File: src/rtl/uart_tx_cfg.sv
// UART transmitter with a small transmit FIFO and compile-time frame format.
// Frames are start, DATA_BITS data bits LSB first, optional parity, then STOP_BITS stop bits.
module uart_tx_cfg #(
    parameter int CLK_DIV    = 13020,
    parameter int DATA_BITS  = 8,
    parameter int PARITY     = 0,
    parameter int STOP_BITS  = 1,
    parameter int FIFO_DEPTH = 4
) (
    input  logic                          clk,
    input  logic                          rst_n,
    input  logic [DATA_BITS-1:0]          s_data,
    input  logic                          s_valid,
    output logic                          s_ready,
    output logic                          tx,
    output logic                          busy,
    output logic [$clog2(FIFO_DEPTH):0]   fifo_level,
    output logic [2:0]                    o_dbg_state
);
    localparam int PW = $clog2(FIFO_DEPTH);
    localparam int LW = PW + 1;

    typedef enum logic [2:0] {
        S_IDLE   = 3'd0,
        S_START  = 3'd1,
        S_DATA   = 3'd2,
        S_PARITY = 3'd3,
        S_STOP   = 3'd4
    } state_t;

    state_t                 r_state;
    state_t                 w_state_nxt;
    logic [DATA_BITS-1:0]   r_mem [FIFO_DEPTH];
    logic [PW-1:0]          r_wr_ptr;
    logic [PW-1:0]          r_rd_ptr;
    logic [LW-1:0]          r_level;
    logic [DATA_BITS-1:0]   r_shift;
    logic                   r_par;
    logic [15:0]            r_baud;
    logic [3:0]             r_bit_idx;
    logic                   r_tx;

    logic                   w_push;
    logic                   w_pop;
    logic                   w_tick;
    logic                   w_tx_nxt;
    logic                   w_shift_en;
    logic [DATA_BITS-1:0]   w_head;

    // Handshake: a word transfers on a rising edge where s_valid && s_ready;
    // s_ready depends only on the FIFO level, never on s_valid.
    assign s_ready     = (r_level != LW'(FIFO_DEPTH));
    assign w_push      = s_valid && s_ready;
    assign w_head      = r_mem[r_rd_ptr];
    assign w_tick      = (r_state != S_IDLE) && (r_baud == 16'(CLK_DIV - 1));
    assign tx          = r_tx;
    assign busy        = (r_state != S_IDLE) || (r_level != '0);
    assign fifo_level  = r_level;
    assign o_dbg_state = r_state;

    always_ff @(posedge clk) begin
        if (w_push) r_mem[r_wr_ptr] <= s_data;
    end

    always_ff @(posedge clk or negedge rst_n) begin
        if (!rst_n) begin
            r_wr_ptr <= '0;
            r_rd_ptr <= '0;
            r_level  <= '0;
        end else begin
            if (w_push) r_wr_ptr <= r_wr_ptr + PW'(1);
            if (w_pop)  r_rd_ptr <= r_rd_ptr + PW'(1);
            case ({w_push, w_pop})
                2'b10:   r_level <= r_level + LW'(1);
                2'b01:   r_level <= r_level - LW'(1);
                default: r_level <= r_level;
            endcase
        end
    end

    always_comb begin
        w_state_nxt = r_state;
        w_pop       = 1'b0;
        w_tx_nxt    = r_tx;
        w_shift_en  = 1'b0;
        case (r_state)
            S_IDLE: begin
                w_tx_nxt = 1'b1;
                if (r_level != '0) begin
                    w_pop       = 1'b1;
                    w_tx_nxt    = 1'b0;
                    w_state_nxt = S_START;
                end
            end
            S_START: begin
                if (w_tick) begin
                    w_state_nxt = S_DATA;
                    w_tx_nxt    = r_shift[0];
                    w_shift_en  = 1'b1;
                end
            end
            S_DATA: begin
                if (w_tick) begin
                    if (r_bit_idx == 4'(DATA_BITS - 1)) begin
                        if (PARITY != 0) begin
                            w_state_nxt = S_PARITY;
                            w_tx_nxt    = r_par;
                        end else begin
                            w_state_nxt = S_STOP;
                            w_tx_nxt    = 1'b1;
                        end
                    end else begin
                        w_tx_nxt   = r_shift[0];
                        w_shift_en = 1'b1;
                    end
                end
            end
            S_PARITY: begin
                if (w_tick) begin
                    w_state_nxt = S_STOP;
                    w_tx_nxt    = 1'b1;
                end
            end
            S_STOP: begin
                // Chain straight into the next start bit when more words wait.
                if (w_tick && (r_bit_idx == 4'(STOP_BITS - 1))) begin
                    if (r_level != '0) begin
                        w_pop       = 1'b1;
                        w_tx_nxt    = 1'b0;
                        w_state_nxt = S_START;
                    end else begin
                        w_tx_nxt    = 1'b1;
                        w_state_nxt = S_IDLE;
                    end
                end
            end
            default: begin
                w_tx_nxt    = 1'b1;
                w_state_nxt = S_IDLE;
            end
        endcase
    end

    always_ff @(posedge clk or negedge rst_n) begin
        if (!rst_n) begin
            r_state   <= S_IDLE;
            r_tx      <= 1'b1;
            r_baud    <= '0;
            r_bit_idx <= '0;
            r_shift   <= '0;
            r_par     <= 1'b0;
        end else begin
            r_state <= w_state_nxt;
            r_tx    <= w_tx_nxt;
            if ((r_state == S_IDLE) || w_tick) r_baud <= '0;
            else                               r_baud <= r_baud + 16'd1;
            if (w_state_nxt != r_state) r_bit_idx <= '0;
            else if (w_tick)            r_bit_idx <= r_bit_idx + 4'd1;
            // Parity is taken from the popped word so later s_data changes cannot affect it.
            if (w_pop) begin
                r_shift <= w_head;
                r_par   <= (^w_head) ^ (PARITY == 1);
            end else if (w_shift_en) begin
                r_shift <= r_shift >> 1;
            end
        end
    end
endmodule

File: config.mk
export PLATFORM = sky130hd
export DESIGN_NAME = uart_tx_cfg
export DESIGN_NICKNAME = d
export VERILOG_FILES = /design/src/rtl/uart_tx_cfg.sv
export SDC_FILE = /design/constraint.sdc
export NUM_CORES = 1
export LEC_CHECK = 0
export BUFFER_PORTS_ARGS = -buffer_cell sky130_fd_sc_hd__clkbuf_2
export CAP_MARGIN = 20
export CORE_ASPECT_RATIO = 1.5
export CORE_UTILIZATION = 60
export CTS_CLUSTER_DIAMETER = 50
export CTS_CLUSTER_SIZE = 16
export DETAILED_ROUTE_END_ITERATION = 7
export MAX_ROUTING_LAYER = met4
export PLACE_DENSITY = 0.79
export SLEW_MARGIN = 0
export SYNTH_ARGS = -nofsm -noshare
export SYNTH_HDL_FRONTEND = slang
export SYNTH_SLANG_ARGS = --single-unit
File: constraint.sdc
create_clock -name clk -period 3.4 [get_ports clk]
set_clock_uncertainty 0.05 [all_clocks]
set_input_delay 0 -clock clk [delete_from_list [all_inputs] [get_ports clk]]
set_output_delay 0 -clock clk [all_outputs]
set_load 0.05 [all_outputs]
Word-level counts from Yosys, hierarchy flattened
Memory sizes are Yosys's and may differ from the RTL's.
Cells that the tools add are included.
{"block": "word_totals", "register_bits": 39, "latch_bits": 0, "ramBits": 32, "mem_bits_ro": 0, "inputBits": 11, "output_inout_bits": 9, "elab_cells": 72, "n_memories": 1}
{"name": "r_mem", "words": 4, "word_bits": 8, "rd": 1, "rd_clocked_by_memory_dff": 0, "wr": 1, "line_no": "33", "rtl": "logic [DATA_BITS-1:0] r_mem [FIFO_DEPTH];"}
{"block": "op_classes", "add_sub_neg": 6, "mul": 0, "div": 0, "n_lt_le_gt_ge": 0, "n_eq_ne": 14, "n_shift": 0, "n_mux": 30, "n_bitwise": 0, "n_reduce_logical": 13}
{"cell": "3-bit two-way mux", "count": 6}
{"cell": "16-bit by 1-bit adder with 16-bit output, second input constant", "count": 1}
{"cell": "16-bit by 14-bit equality test with 1-bit output, second input constant", "count": 1}
{"cell": "16-bit two-way mux", "count": 1}
{"cell": "8-bit two-way mux", "count": 2}
{"cell": "3-bit case mux with 5 select lines", "count": 1}
{"cell": "1-bit two-way mux", "count": 14}
{"cell": "4-bit two-way mux", "count": 2}
{"cell": "2-bit inequality test, second input constant", "count": 4}
{"cell": "3-bit by 2-bit equality test with 1-bit output, second input constant", "count": 2}
{"cell": "3-bit case mux with 2 select lines", "count": 1}
{"cell": "2-bit nonzero test", "count": 3}
{"cell": "3-bit nonzero test", "count": 2}
{"cell": "1-bit case mux with 5 select lines", "count": 1}
{"cell": "2-bit by 1-bit adder with 2-bit output, second input constant", "count": 2}
{"cell": "4-bit by 1-bit adder with 4-bit output, second input constant", "count": 1}
{"cell": "4-bit by 3-bit equality test with 1-bit output, second input constant", "count": 1}
{"cell": "4-bit logical NOT", "count": 1}
{"cell": "1-bit case mux with 2 select lines", "count": 2}
{"cell": "4-bit AND reduction", "count": 1}
{"cell": "3-bit by 1-bit adder with 3-bit output, second input constant", "count": 1}
{"cell": "3-bit by 1-bit equality test with 1-bit output, second input constant", "count": 1}
{"cell": "3-bit equality test, second input constant", "count": 1}
{"cell": "1-bit logical AND", "count": 3}
{"cell": "other kinds (7)", "count": 8}

Depth between registers and ports, before layout
{"block": "logic_depth", "ltp_word": 7, "mapped_depth": 12, "mapped_depth_nobuf": 11}

Worst setup path after synthesis
OpenSTA, ideal clock, no wires.
{"block": "synth_path", "path_type": "reg-to-reg", "startpoint": "register r_level[2] (netlist: fifo_level[2])", "endpoint": "register r_level[2] (netlist: fifo_level[2])", "setup_time_ns": 0.082, "arrival_ns": 2.657, "path_slack_ns": 0.611, "stages_incl_launch_ff": 10, "cell_sequence": "dfrtp_1 -> nand3_1 -> and2_1 -> inv_1 -> ha_1 -> inv_1 -> fa_1 -> xor2_1 -> nor2_1 -> xor2_1"}
{"block": "synth_via", "word_cells_on_any_way": 12, "cone_classes": "add/sub: 2; eq/ne: 3; mux: 4; reduce/logical: 3"}
{"element": "start, declared", "line_no": "36", "rtl": "logic [LW-1:0] r_level;"}
{"element": "start signal, assigned", "line_no": "74", "rtl": "2'b10: r_level <= r_level + LW'(1);"}
{"element": "start signal, assigned", "line_no": "75", "rtl": "2'b01: r_level <= r_level - LW'(1);"}
{"element": "start signal, assigned", "line_no": "76", "rtl": "default: r_level <= r_level;"}
{"element": "3-bit inequality test (*)", "line_no": "52", "rtl": "assign s_ready = (r_level != LW'(FIFO_DEPTH));"}
{"element": "named net s_ready", "line_no": "14", "rtl": "output logic s_ready,"}
{"element": "1-bit logical AND (*)", "line_no": "53", "rtl": "assign w_push = s_valid && s_ready;"}
{"element": "2-bit by 1-bit equality test with 1-bit output or 2-bit equality test (tied branches)", "line_no": "73", "rtl": "case ({w_push, w_pop})"}
{"element": "3-bit case mux with 2 select lines or 2-bit nonzero test (tied branches)"}
The timed path passes the listed nets; every way through them passes the cells marked *.
A chain may end at the register's enable or synchronous reset.

Worst setup path after layout
{"block": "layout_path", "startpoint": "register r_baud[0]", "endpoint": "register r_level[2] (netlist: fifo_level[2])"}
{"block": "layout_via", "elab_chain_len": 7, "word_cells_on_any_way": 9, "cone_classes": "eq/ne: 3; mux: 3; reduce/logical: 3"}
{"element": "start, declared", "line_no": "39", "rtl": "logic [15:0] r_baud;"}
{"element": "start signal, assigned", "line_no": "156", "rtl": "else r_baud <= r_baud + 16'd1;"}
{"element": "16-bit by 14-bit equality test with 1-bit output (*)", "line_no": "55", "rtl": "assign w_tick = (r_state != S_IDLE) && (r_baud == 16'(CLK_DIV - 1));"}
{"element": "1-bit logical AND (*)", "line_no": "55"}
{"element": "1-bit logical AND (*)", "line_no": "126", "rtl": "if (w_tick && (r_bit_idx == 4'(STOP_BITS - 1))) begin"}
{"element": "1-bit two-way mux (*)", "line_no": "126"}
{"element": "1-bit case mux with 2 select lines (*)", "line_no": "86", "rtl": "case (r_state)"}
{"element": "2-bit by 1-bit equality test with 1-bit output or 2-bit equality test (tied branches)", "line_no": "73"}
{"element": "3-bit case mux with 2 select lines or 2-bit nonzero test (tied branches)"}
Every way passes the cells marked *; elsewhere a longest branch is shown, timed or not.

==> results.cfg <==
[run_status]
outcome = finished, final reports clean

[timing]
worst_pin_slew_ns = 0.944
fin_crit_ns = 2.63
drv_slew = 0
hold_violations = 0
fin_hold_ws_ns = 0.0489
tns_ns = 0
grt_setup_unrepaired = no
setup_viol = 0
timing.final.crit_share = 0.775
relSlewSlack = 0.371
fmax_mhz = 380

[floorplan]
core_area_sq_mm = 0.00520
initial_utilization = 0.633
rows = 32
fp.dieArea_sq_mm = 0.00580
ios = 20
die_w_um = 62.5
die_h_um = 92.8

[detailed_routing]
routedWlPerCell_um = 15.4
drt-pass1-iter-count = 4
drc = 0
vias = 2079
wirelength_um = 5670
drtAntennaViolNets = 0
viasPerCell = 5.63
dr.first_iter.drc_count = 98

[synth]
synth_compound_area_frac = 0.0550
synth.ff_latch_count = 71
synthTopCellsByArea = edfxtp_1 29%, dfrtp_1 29%, mux4_2 5.5%
synthArstFlopShare = 0.549
synth_xor_area_frac = 0.0611
synthFlopType = dfrtp_1
synth-adder-area-share = 0.0364
syn_inst = 264
synthesis.area_sq_mm = 0.00330
yosysMostFrequentCell = dfrtp_1
synth-seq-area-share = 0.588
synth_top_family_by_area = simple AND/OR/NAND/NOR gates
synth_top_area_frac = 0.291
yosys.area.top_type = edfxtp_1
yosysWarningCount = 0
synth_edf_count = 32
synth_common_cells = 38 x dfrtp_1, 32 x edfxtp_1, 28 x nand2_1, 26 x nor2_1, 12 x xnor2_1
yosys.area_share.simple = 0.161
avgSynthCellArea_sq_um = 12.5
synth_cell_types = 44
synth_fp_nets = 284
muxShareOfSynthArea = 0.0729

[pwr]
p_leak_nw = 1.55
swShare = 0.318
power.density_mw_per_mm2 = 740
p_total_w = 0.00279
vdd_ir_drop_max_v = 0.000479
clock_power_share = 0.276
intPower_w = 0.00190
p_switching_w = 0.000885
seq_power_share = 0.468
combPwrFrac = 0.257

[clocking]
clk_pin_slew_worst_paths_ns = 0.08
htree_num_levels = 3
cts-buffers-inserted = 9
clock-sinks = 71
clockBufferDepth = 2
ctsResizeCount = 0
cts-root-buf = clkbuf_8
insertion_delay_ns = 0.34
ctsHoldBuffers = 9
cts_tree = built
cts_setup_buffers = 0

[grt]
grt_pass1_vias = 2223
grt_max_degree = 40
grt_overflow = 0
track_usage = 0.232
grt_pass1_wl_um = 9850
grt_antenna_before_repair = 0

[cells_and_area]
diodes = 0
layout.nets = 316
final_area_sq_mm = 0.00377
syn_to_final_growth_pct = 14.3
drive_gt1_frac = 0.156

[place]
place_area_sq_mm = 0.00345
gp_congestion = 0.850
dp_hpwl_um = 3850
io_buffers = 19

[setup_path]
cp.required_ns = 3.62
cp.arrival_ns = 2.85
path_max_fanout = 4
end_kind = flip-flop
startpoint_type = flip-flop
worstSetupPathType = flip-flop to flip-flop

[job]
maxCapViolCount = 0

[hold_path]
worstHoldPathType = input pin to flip-flop
## kinds of logic (layout without fill, tap and decap cells)
group,Yosys count,in the layout
mux,14,14
flops,71,71
xor+xnor,23,23
simple gates,100,100
fa+ha+maj,9,9
compound gates,27,27
buf+inv,20,57
## stage by stage
stage	util	setup slack, ns	std cells
after floorplan	-	0.611	264
after global placement	0.663	0.856	344
after detailed placement	0.663	0.786	344
after CTS	0.724	0.734	369
after global routing	0.724	0.612	369
final	0.724	0.765	369
## final cells by class
type / count / area, sq um
Clock inverter: 5 / 97.6
Sequential cell: 71 / 1940
Timing Repair Buffer: 30 / 200
Tap cell: 68 / 85.1
Clock buffer: 11 / 131
Inverter: 11 / 41.3
Fill cell: 354 / 1440
Multi-Input combinational cell: 173 / 1270
## layout by cell type (no fill, tap or decap), types with 3 or more instances in the layout
cell type,count
edfxtp_1,32
and4_1,3
a21oi_1,4
and3_1,8
clkbuf_8,9
mux2i_1,6
inv_1,11
xnor2_1,12
nor2_1,26
o21ai_1,7
bufinv_16,3
nand2_1,28
o21ai_0,7
nand3_1,8
nand4_1,6
xor2_1,11
nor3_1,3
ha_1,8
clkbuf_2,19
nand4b_1,3
mux4_2,8
nand3b_1,3
dlygate4sd3_1,9
dfrtp_1,38
## worst max-delay path, stage by stage, from the launching register on
cell and delay, ns:
dfrtp_1 0.39, ha_1 0.23, nand4b_1 0.11, or4_1 0.51, o21ai_1 0.20, ha_1 0.21, inv_1 0.06, fa_1 0.37
xor2_1 0.16, nor2_1 0.13, xor2_1 0.15
## power by group through the flow
| stage | clock network, W | registers (W) | logic, W |
|---|---|---|---|
| 2_1_floorplan | 0 | 0.00131 | 0.000537 |
| 3_3_place_gp | 0 | 0.00131 | 0.000689 |
| 3_5_place_dp | 0 | 0.00132 | 0.000708 |
| 4_1_cts | 0.000783 | 0.00131 | 0.000725 |
| 5_1_grt | 0.000825 | 0.00133 | 0.000798 |
| 6_report | 0.000769 | 0.00130 | 0.000715 |
## layer usage
metal | GRT usage | vias up | share of wire
met5 | - | - | 0
met4 | 0.103 | 0 | 0.013
met3 | 0.0554 | 8 | 0.029
met2 | 0.411 | 44 | 0.56
met1 | 0.244 | 1015 | 0.39
li1 | - | 1012 | -
## path summary, 6_finish.rpt
| kind | start | endpoint | slack, ns | cells after the start |
|---|---|---|---|---|
| max | r_baud[0]$_DFF_PN0_ | fifo_level[2]$_DFFE_PN0P_ | 0.77 | 10 |
| min | s_valid | r_wr_ptr[0]$_DFFE_PN0P_ | 0.05 | 3 |
| max reg2reg | r_baud[0]$_DFF_PN0_ | fifo_level[2]$_DFFE_PN0P_ | 0.77 | 10 |
| min reg2reg | r_baud[0]$_DFF_PN0_ | r_baud[0]$_DFF_PN0_ | 0.43 | 1 |
| max in group asynchronous | rst_n | r_shift[2]$_DFFE_PN0P_ | 2.42 | 2 |
| min in group asynchronous | rst_n | r_baud[8]$_DFF_PN0_ | 0.30 | 2 |
## flip-flops by register name, summed over array words and instances, names as in the netlist
name,cells
r_bit_idx,4
r_baud,16
r_mem,32
r_rd_ptr,2
o_dbg_state,3
fifo_level,3
r_shift,8
tx,1
r_wr_ptr,2
No activity file was read; power rests on OpenSTA's default activity.
